`config.mk`:
```
export PLATFORM = sky130hd
export DESIGN_NAME = pipe_skid_stage_flat
export DESIGN_NICKNAME = d
export VERILOG_FILES = /design/src/rtl/pipe_skid_stage_pkg.sv /design/src/rtl/pipe_skid_stage_if.sv /design/src/rtl/pipe_skid_stage.sv /design/src/flat_wrapper.sv
export SDC_FILE = /design/constraint.sdc
export NUM_CORES = 1
export LEC_CHECK = 0
export ABC_AREA = 1
export BUFFER_PORTS_ARGS = -buffer_cell sky130_fd_sc_hd__buf_2
export CAP_MARGIN = 10
export CORE_ASPECT_RATIO = 1.25
export CORE_UTILIZATION = 52
export DETAILED_ROUTE_END_ITERATION = 10
export PLACE_DENSITY = 0.88
export SYNTH_ARGS = -nofsm -noshare
export SYNTH_HDL_FRONTEND = slang
export SYNTH_SLANG_ARGS = --single-unit
```
`constraint.sdc`:
```
create_clock -name clk -period 2.73 [get_ports clk]
set_input_delay 0.1365 -clock clk [delete_from_list [all_inputs] [get_ports clk]]
set_output_delay 0.1365 -clock clk [all_outputs]
set_load 0.02 [all_outputs]
```
`src/rtl/pipe_skid_stage_pkg.sv`:
```
// -----------------------------------------------------------------------------
// pipe_pkg
//   Shared definitions for the pipeline stage registers of the RISC-V core.
//   - Field widths of the architectural payloads (XLEN, REG_W, RSRC_W).
//   - MEMWB_W and memwb_t: the packed MEM/WB payload carried by a
//     pipe_skid_stage with WIDTH = MEMWB_W.
//   - skid_state_e: occupancy state of a pipe_skid_stage, and state_occ(),
//     which maps a state to its entry count.
// -----------------------------------------------------------------------------
package pipe_pkg;

  localparam int XLEN   = 32;
  localparam int REG_W  = 5;
  localparam int RSRC_W = 2;
  localparam int OCC_W  = 2;

  // regWrite + resultSrc + rd + four XLEN words = 136 bits
  localparam int MEMWB_W = 1 + RSRC_W + REG_W + 4 * XLEN;

  typedef struct packed {
    logic              regWrite;
    logic [RSRC_W-1:0] resultSrc;
    logic [REG_W-1:0]  rd;
    logic [XLEN-1:0]   aluResult;
    logic [XLEN-1:0]   readData;
    logic [XLEN-1:0]   pcPlus4;
    logic [XLEN-1:0]   extImm;
  } memwb_t;

  // The state is the occupancy itself: skid is only ever valid on top of main.
  typedef enum logic [1:0] {
    ST_EMPTY = 2'd0,
    ST_ONE   = 2'd1,
    ST_FULL  = 2'd2
  } skid_state_e;

  function automatic logic [OCC_W-1:0] state_occ(input skid_state_e s);
    logic [OCC_W-1:0] n;
    n = 2'd0;
    case (s)
      ST_ONE:  n = 2'd1;
      ST_FULL: n = 2'd2;
      default: n = 2'd0;
    endcase
    return n;
  endfunction

endpackage

```
`src/rtl/pipe_skid_stage_if.sv`:
```
// -----------------------------------------------------------------------------
// pipe_skid_stage_if
//   Handshake bundle around one pipe_skid_stage.
//   Signals:
//     flush               synchronous kill of all held entries
//     in_valid/in_data    upstream beat offered to the stage
//     in_ready            stage can accept (registered in the stage)
//     out_valid/out_data  beat presented downstream from the main slot
//     out_ready           downstream accepts
//     occ                 number of entries held, 0..2
//   Modports:
//     slave  - the stage itself
//     master - the surrounding producer/consumer (pipeline or testbench)
// -----------------------------------------------------------------------------
interface pipe_skid_stage_if
  import pipe_pkg::*;
#(
  parameter int WIDTH = 32
);

  logic             flush;
  logic             in_valid;
  logic             in_ready;
  logic [WIDTH-1:0] in_data;
  logic             out_valid;
  logic             out_ready;
  logic [WIDTH-1:0] out_data;
  logic [OCC_W-1:0] occ;

  modport slave (
    input  flush, in_valid, in_data, out_ready,
    output in_ready, out_valid, out_data, occ
  );

  modport master (
    output flush, in_valid, in_data, out_ready,
    input  in_ready, out_valid, out_data, occ
  );

endinterface

```
`src/rtl/pipe_skid_stage.sv`:
```
// -----------------------------------------------------------------------------
// pipe_skid_stage
//   Pipeline stage register with a valid/ready handshake and a one-entry skid
//   buffer. The main slot drives the downstream side; the skid slot catches
//   the beat that arrives while main is stalled, which lets in_ready come
//   straight from a flop and still sustain one beat per cycle.
//   Parameters:
//     WIDTH          payload width (MEM/WB uses pipe_pkg::MEMWB_W)
//     CLEAR_ON_FLUSH 1: flush zeroes both data registers; 0: data retained
//   Ports:
//     clk  clock, rising edge
//     rst  synchronous active-high reset
//     bus  pipe_skid_stage_if.slave (flush, in_*, out_*, occ)
//   All outputs are registered: no combinational path from out_ready to
//   in_ready, nor from in_* to out_*.
// -----------------------------------------------------------------------------
module pipe_skid_stage
  import pipe_pkg::*;
#(
  parameter int WIDTH          = 32,
  parameter bit CLEAR_ON_FLUSH = 1'b1
) (
  input  logic                clk,
  input  logic                rst,
  pipe_skid_stage_if.slave    bus
);

  skid_state_e      state_q, state_d;
  logic [WIDTH-1:0] main_q, main_d;
  logic [WIDTH-1:0] skid_q, skid_d;
  logic             out_valid_q;
  logic             in_ready_q;
  logic [OCC_W-1:0] occ_q;

  logic accept;
  logic drain;

  // Next-state and data-path selection.
  always_comb begin
    state_d = state_q;
    main_d  = main_q;
    skid_d  = skid_q;

    accept = bus.in_valid & in_ready_q;
    drain  = out_valid_q & bus.out_ready;

    case (state_q)
      ST_EMPTY: begin
        if (accept) begin
          state_d = ST_ONE;
          main_d  = bus.in_data;
        end
      end
      ST_ONE: begin
        if (accept && drain) begin
          main_d = bus.in_data;
        end else if (drain) begin
          state_d = ST_EMPTY;
        end else if (accept) begin
          state_d = ST_FULL;
          skid_d  = bus.in_data;
        end
      end
      ST_FULL: begin
        // in_ready is low here, so no accept can coincide with the drain.
        if (drain) begin
          state_d = ST_ONE;
          main_d  = skid_q;
        end
      end
      default: state_d = ST_EMPTY;
    endcase

    // A beat accepted in the flush cycle is dropped along with the rest.
    if (bus.flush) begin
      state_d = ST_EMPTY;
      if (CLEAR_ON_FLUSH) begin
        main_d = '0;
        skid_d = '0;
      end else begin
        main_d = main_q;
        skid_d = skid_q;
      end
    end
  end

  // State, data and registered handshake outputs. The outputs are derived
  // from state_d so they are plain flops aligned with the state register.
  always_ff @(posedge clk) begin
    if (rst) begin
      state_q     <= ST_EMPTY;
      main_q      <= '0;
      skid_q      <= '0;
      out_valid_q <= 1'b0;
      in_ready_q  <= 1'b1;
      occ_q       <= '0;
    end else begin
      state_q     <= state_d;
      main_q      <= main_d;
      skid_q      <= skid_d;
      out_valid_q <= (state_d != ST_EMPTY);
      in_ready_q  <= (state_d != ST_FULL);
      occ_q       <= state_occ(state_d);
    end
  end

  assign bus.in_ready  = in_ready_q;
  assign bus.out_valid = out_valid_q;
  assign bus.out_data  = main_q;
  assign bus.occ       = occ_q;

endmodule
```
`src/flat_wrapper.sv`:
```
// flat-port wrapper written by rule: the top's interface ports become plain ports
module pipe_skid_stage_flat import pipe_pkg::*;
#(
  parameter int WIDTH          = 32,
  parameter bit CLEAR_ON_FLUSH = 1'b1
)
  (clk, rst, bus_flush, bus_in_valid, bus_in_data, bus_out_ready, bus_in_ready, bus_out_valid, bus_out_data, bus_occ);
  pipe_skid_stage_if #(.WIDTH(WIDTH)) bus_i ();
  input  logic clk;
  input  logic rst;
  input wire logic [$bits(bus_i.flush)-1:0] bus_flush;
  input wire logic [$bits(bus_i.in_valid)-1:0] bus_in_valid;
  input wire logic [$bits(bus_i.in_data)-1:0] bus_in_data;
  input wire logic [$bits(bus_i.out_ready)-1:0] bus_out_ready;
  output wire logic [$bits(bus_i.in_ready)-1:0] bus_in_ready;
  output wire logic [$bits(bus_i.out_valid)-1:0] bus_out_valid;
  output wire logic [$bits(bus_i.out_data)-1:0] bus_out_data;
  output wire logic [$bits(bus_i.occ)-1:0] bus_occ;
  assign bus_i.flush = bus_flush;
  assign bus_i.in_valid = bus_in_valid;
  assign bus_i.in_data = bus_in_data;
  assign bus_i.out_ready = bus_out_ready;
  assign bus_in_ready = bus_i.in_ready;
  assign bus_out_valid = bus_i.out_valid;
  assign bus_out_data = bus_i.out_data;
  assign bus_occ = bus_i.occ;
  pipe_skid_stage #(.WIDTH(WIDTH), .CLEAR_ON_FLUSH(CLEAR_ON_FLUSH)) u_core (.clk(clk), .rst(rst), .bus(bus_i));
endmodule
```
==> flow_summary.yaml <==
clock_network:
  clk_pin_slew_ns: 0.07
  cts_setup_buffers: 0
  htreeDepth: 3
  cts_tree: "yes"
  post_cts_resized: 0
  root_buffer: "clkbuf_8"
  cts_inserted_buffers: 9
  cts.sinks: 70
  insertion_delay_ns: 0.34
  clockBufferDepth: 2
  hold_buffers: 0
routing:
  viasPerCell: 4.97
  post_drt_wl_per_cell_microns: 11.4
  ant_nets: 0
  routed_wl_microns: 6930
  vias: 3008
  drc: 0
  drt_pass1_iterations: 4
  drtIter0Drc: 272
timing:
  relSlewSlack_pct: 61.8
  grt_setup_unrepaired: "false"
  timing_hold_violations_final: 0
  period_minus_slack_ns: 1.85
  finalCritPeriodShare_pct: 67.8
  clock_skew_ns: 0.00590
  fmaxAchievable_mhz: 541
  tns_ns: 0
  slew_violations: 0
  setup_viol: 0
  tightest_slew_ns: 0.572
die:
  die_w_microns: 70.4
  core_sq_um: 5520
  fp-row-count: 30
  initial_core_util_pct: 55.1
  die_h_microns: 87.5
  die_area_sq_um: 6160
  io_pins: 73
power_and_ir_drop:
  p_leak_uw: 0.00192
  p_switching_uw: 570
  power_density_nw_per_um2: 592
  p_clk_share_pct: 37.2
  p_sw_share_pct: 26.7
  ir_drop_uv: 404
  power_frac_comb_pct: 12.6
  seqPwrFrac_pct: 50.3
  cellInternalPower_uw: 1560
setup_path:
  worstSetupStartpointType: "flop"
  required_ns: 2.97
  slowest_stage: "dfxtp_1"
  crit_fanout: 40
  arrival_ns: 2.09
  crit_path_max_incr_delay_ns: 0.64
  critical_path_class: "reg -> reg"
  endpoint_kind: "flop"
  cp_common_cell: "nand2_1"
  path_cells: "inv_1 -> nand3_1 -> nand2_1 -> nand2_2 -> buf_12 -> nand2_1 -> nand2_1 -> nor2_1"
finish:
  drive_gt1_share_pct: 18.3
  nets: 573
  diodes: 0
  syn_to_final_growth_pct: 18.4
  fillCellCount: 499
  fin_area_sq_um: 3600
logic_synthesis:
  synth_area_per_cell_sq_um: 6.42
  synth-seq-cells: 70
  synth_top_area_share_pct: 46.1
  syn_area_sq_um: 3040
  synth_nets: 511
  synth_largest_area_cell: "dfxtp_1"
  synthCells: 474
  yosys_warnings: 0
  ys_seq_area_share_pct: 46.1
  yosysUniqueCellTypes: 15
  synthTopCellsByArea: "dfxtp_1 (46%), nand2_1 (17%), nor2_1 (16%)"
min_path:
  min-delay-path-class: "in -> reg"
global_routing:
  grt_max_degree: 41
  grt_pass1_vias: 2723
  antenna_found_initial: 0
  grt_overflow: 0
  grt.total_usage_pct: 23.6
  grt_pass1_wl_microns: 11600
placed_design:
  gp_congestion: 0.815
  hpwl_microns: 4460
  port_buffers: 72
  place_area_sq_um: 3420
run_status:
  status: "finished clean"
run:
  cap_violations: 0
## Yosys cell counts
cell type,instances
nand2_1,134
nor2_1,132
dfxtp_1,70
inv_1,34
nand3_1,33
o21ai_0,26
buf_2,15
clkbuf_1,12
o21ai_1,7
a21oi_1,2
inv_2,2
nand2_2,2
nor2_2,2
nor3_1,2
buf_6,1
## final timing paths
path	from	end	slack, ns	cells after the start
min	bus_in_data[7]	u_core.skid_q[7]$_SDFFE_PP0P_	0.04	3
max	u_core.state_q[1]$_SDFF_PP0_	u_core.bus.out_data[0]$_SDFFE_PP0P_	0.88	8
min reg2reg	u_core.skid_q[15]$_SDFFE_PP0P_	u_core.skid_q[15]$_SDFFE_PP0P_	0.51	2
max reg2reg	u_core.state_q[1]$_SDFF_PP0_	u_core.bus.out_data[0]$_SDFFE_PP0P_	0.88	8
## routing by layer
metal	GRT usage (%)	vias to the layer above	wire length, microns
met3	4.98	12	435
met5	0	-	0
met2	40.5	110	3390
met1	27.7	1316	2970
met4	12.7	0	127
li1	-	1570	-
## cells in the final DEF (no fill, tap or decap), drive strengths merged
master  instances
nand3          33
a21oi           2
buf            79
bufinv          1
clkinv          4
nand2         136
dfxtp          70
o21ai          33
clkbuf         11
nor3            2
nor2          134
inv            36
## cell families (layout without fill, tap and decap cells)
kind of cell / after synthesis / in the layout / synth area share (%)
compound gates: 35 / 35 / 5.76
buf+inv: 64 / 131 / 8.76
flops: 70 / 70 / 46.1
simple gates: 305 / 305 / 39.4
## worst max-delay path: cells and delay by family (launching register included)
family | cells | cell delay, ns
flops | 1 | 0.64
simple gates | 6 | 0.77
buf+inv | 2 | 0.35
## power by group through the flow
stage                     logic (uW)  clock network (uW)  registers, uW
after floorplan                  146                   0           1130
after global placement           262                   0           1090
after detailed placement         267                   0           1100
after CTS                        270                 806           1070
after global routing             304                 851           1080
final                            269                 793           1070
## stage by stage
stage               hold slack (ns)  cells  setup WS (ns)  total power (uW)  utilization [%]
CTS                          0.0261    605          0.894              2150             65.3
floorplan                     0.209    474           1.52              1270                -
finish                       0.0405    605          0.880              2130             65.3
global route                 0.0297    605          0.739              2230             65.3
detailed placement            0.387    589          0.929              1360             62.0
global placement              0.380    589          0.981              1360             62.0
## layout make-up
| class | instances | area [sq um] | share of cell area, % |
|---|---|---|---|
| clock buffers | 11 | 131 | 3.65 |
| flip-flops and latches | 70 | 1400 | 38.9 |
| inverters | 36 | 135 | 3.75 |
| well taps | 64 | 80.1 | 2.22 |
| clock inverters | 5 | 50.0 | 1.39 |
| repair buffers | 79 | 425 | 11.8 |
| multi-input cells | 340 | 1380 | 38.3 |
## flip-flops by register name (all words and copies together) (netlist names)
name                  flops
u_core.skid_q            32
u_core.bus.occ            2
u_core.bus.out_data      32
u_core.bus.in_ready       1
u_core.state_q            2
u_core.bus.out_valid      1
No activity file was read; power rests on OpenSTA's default activity.
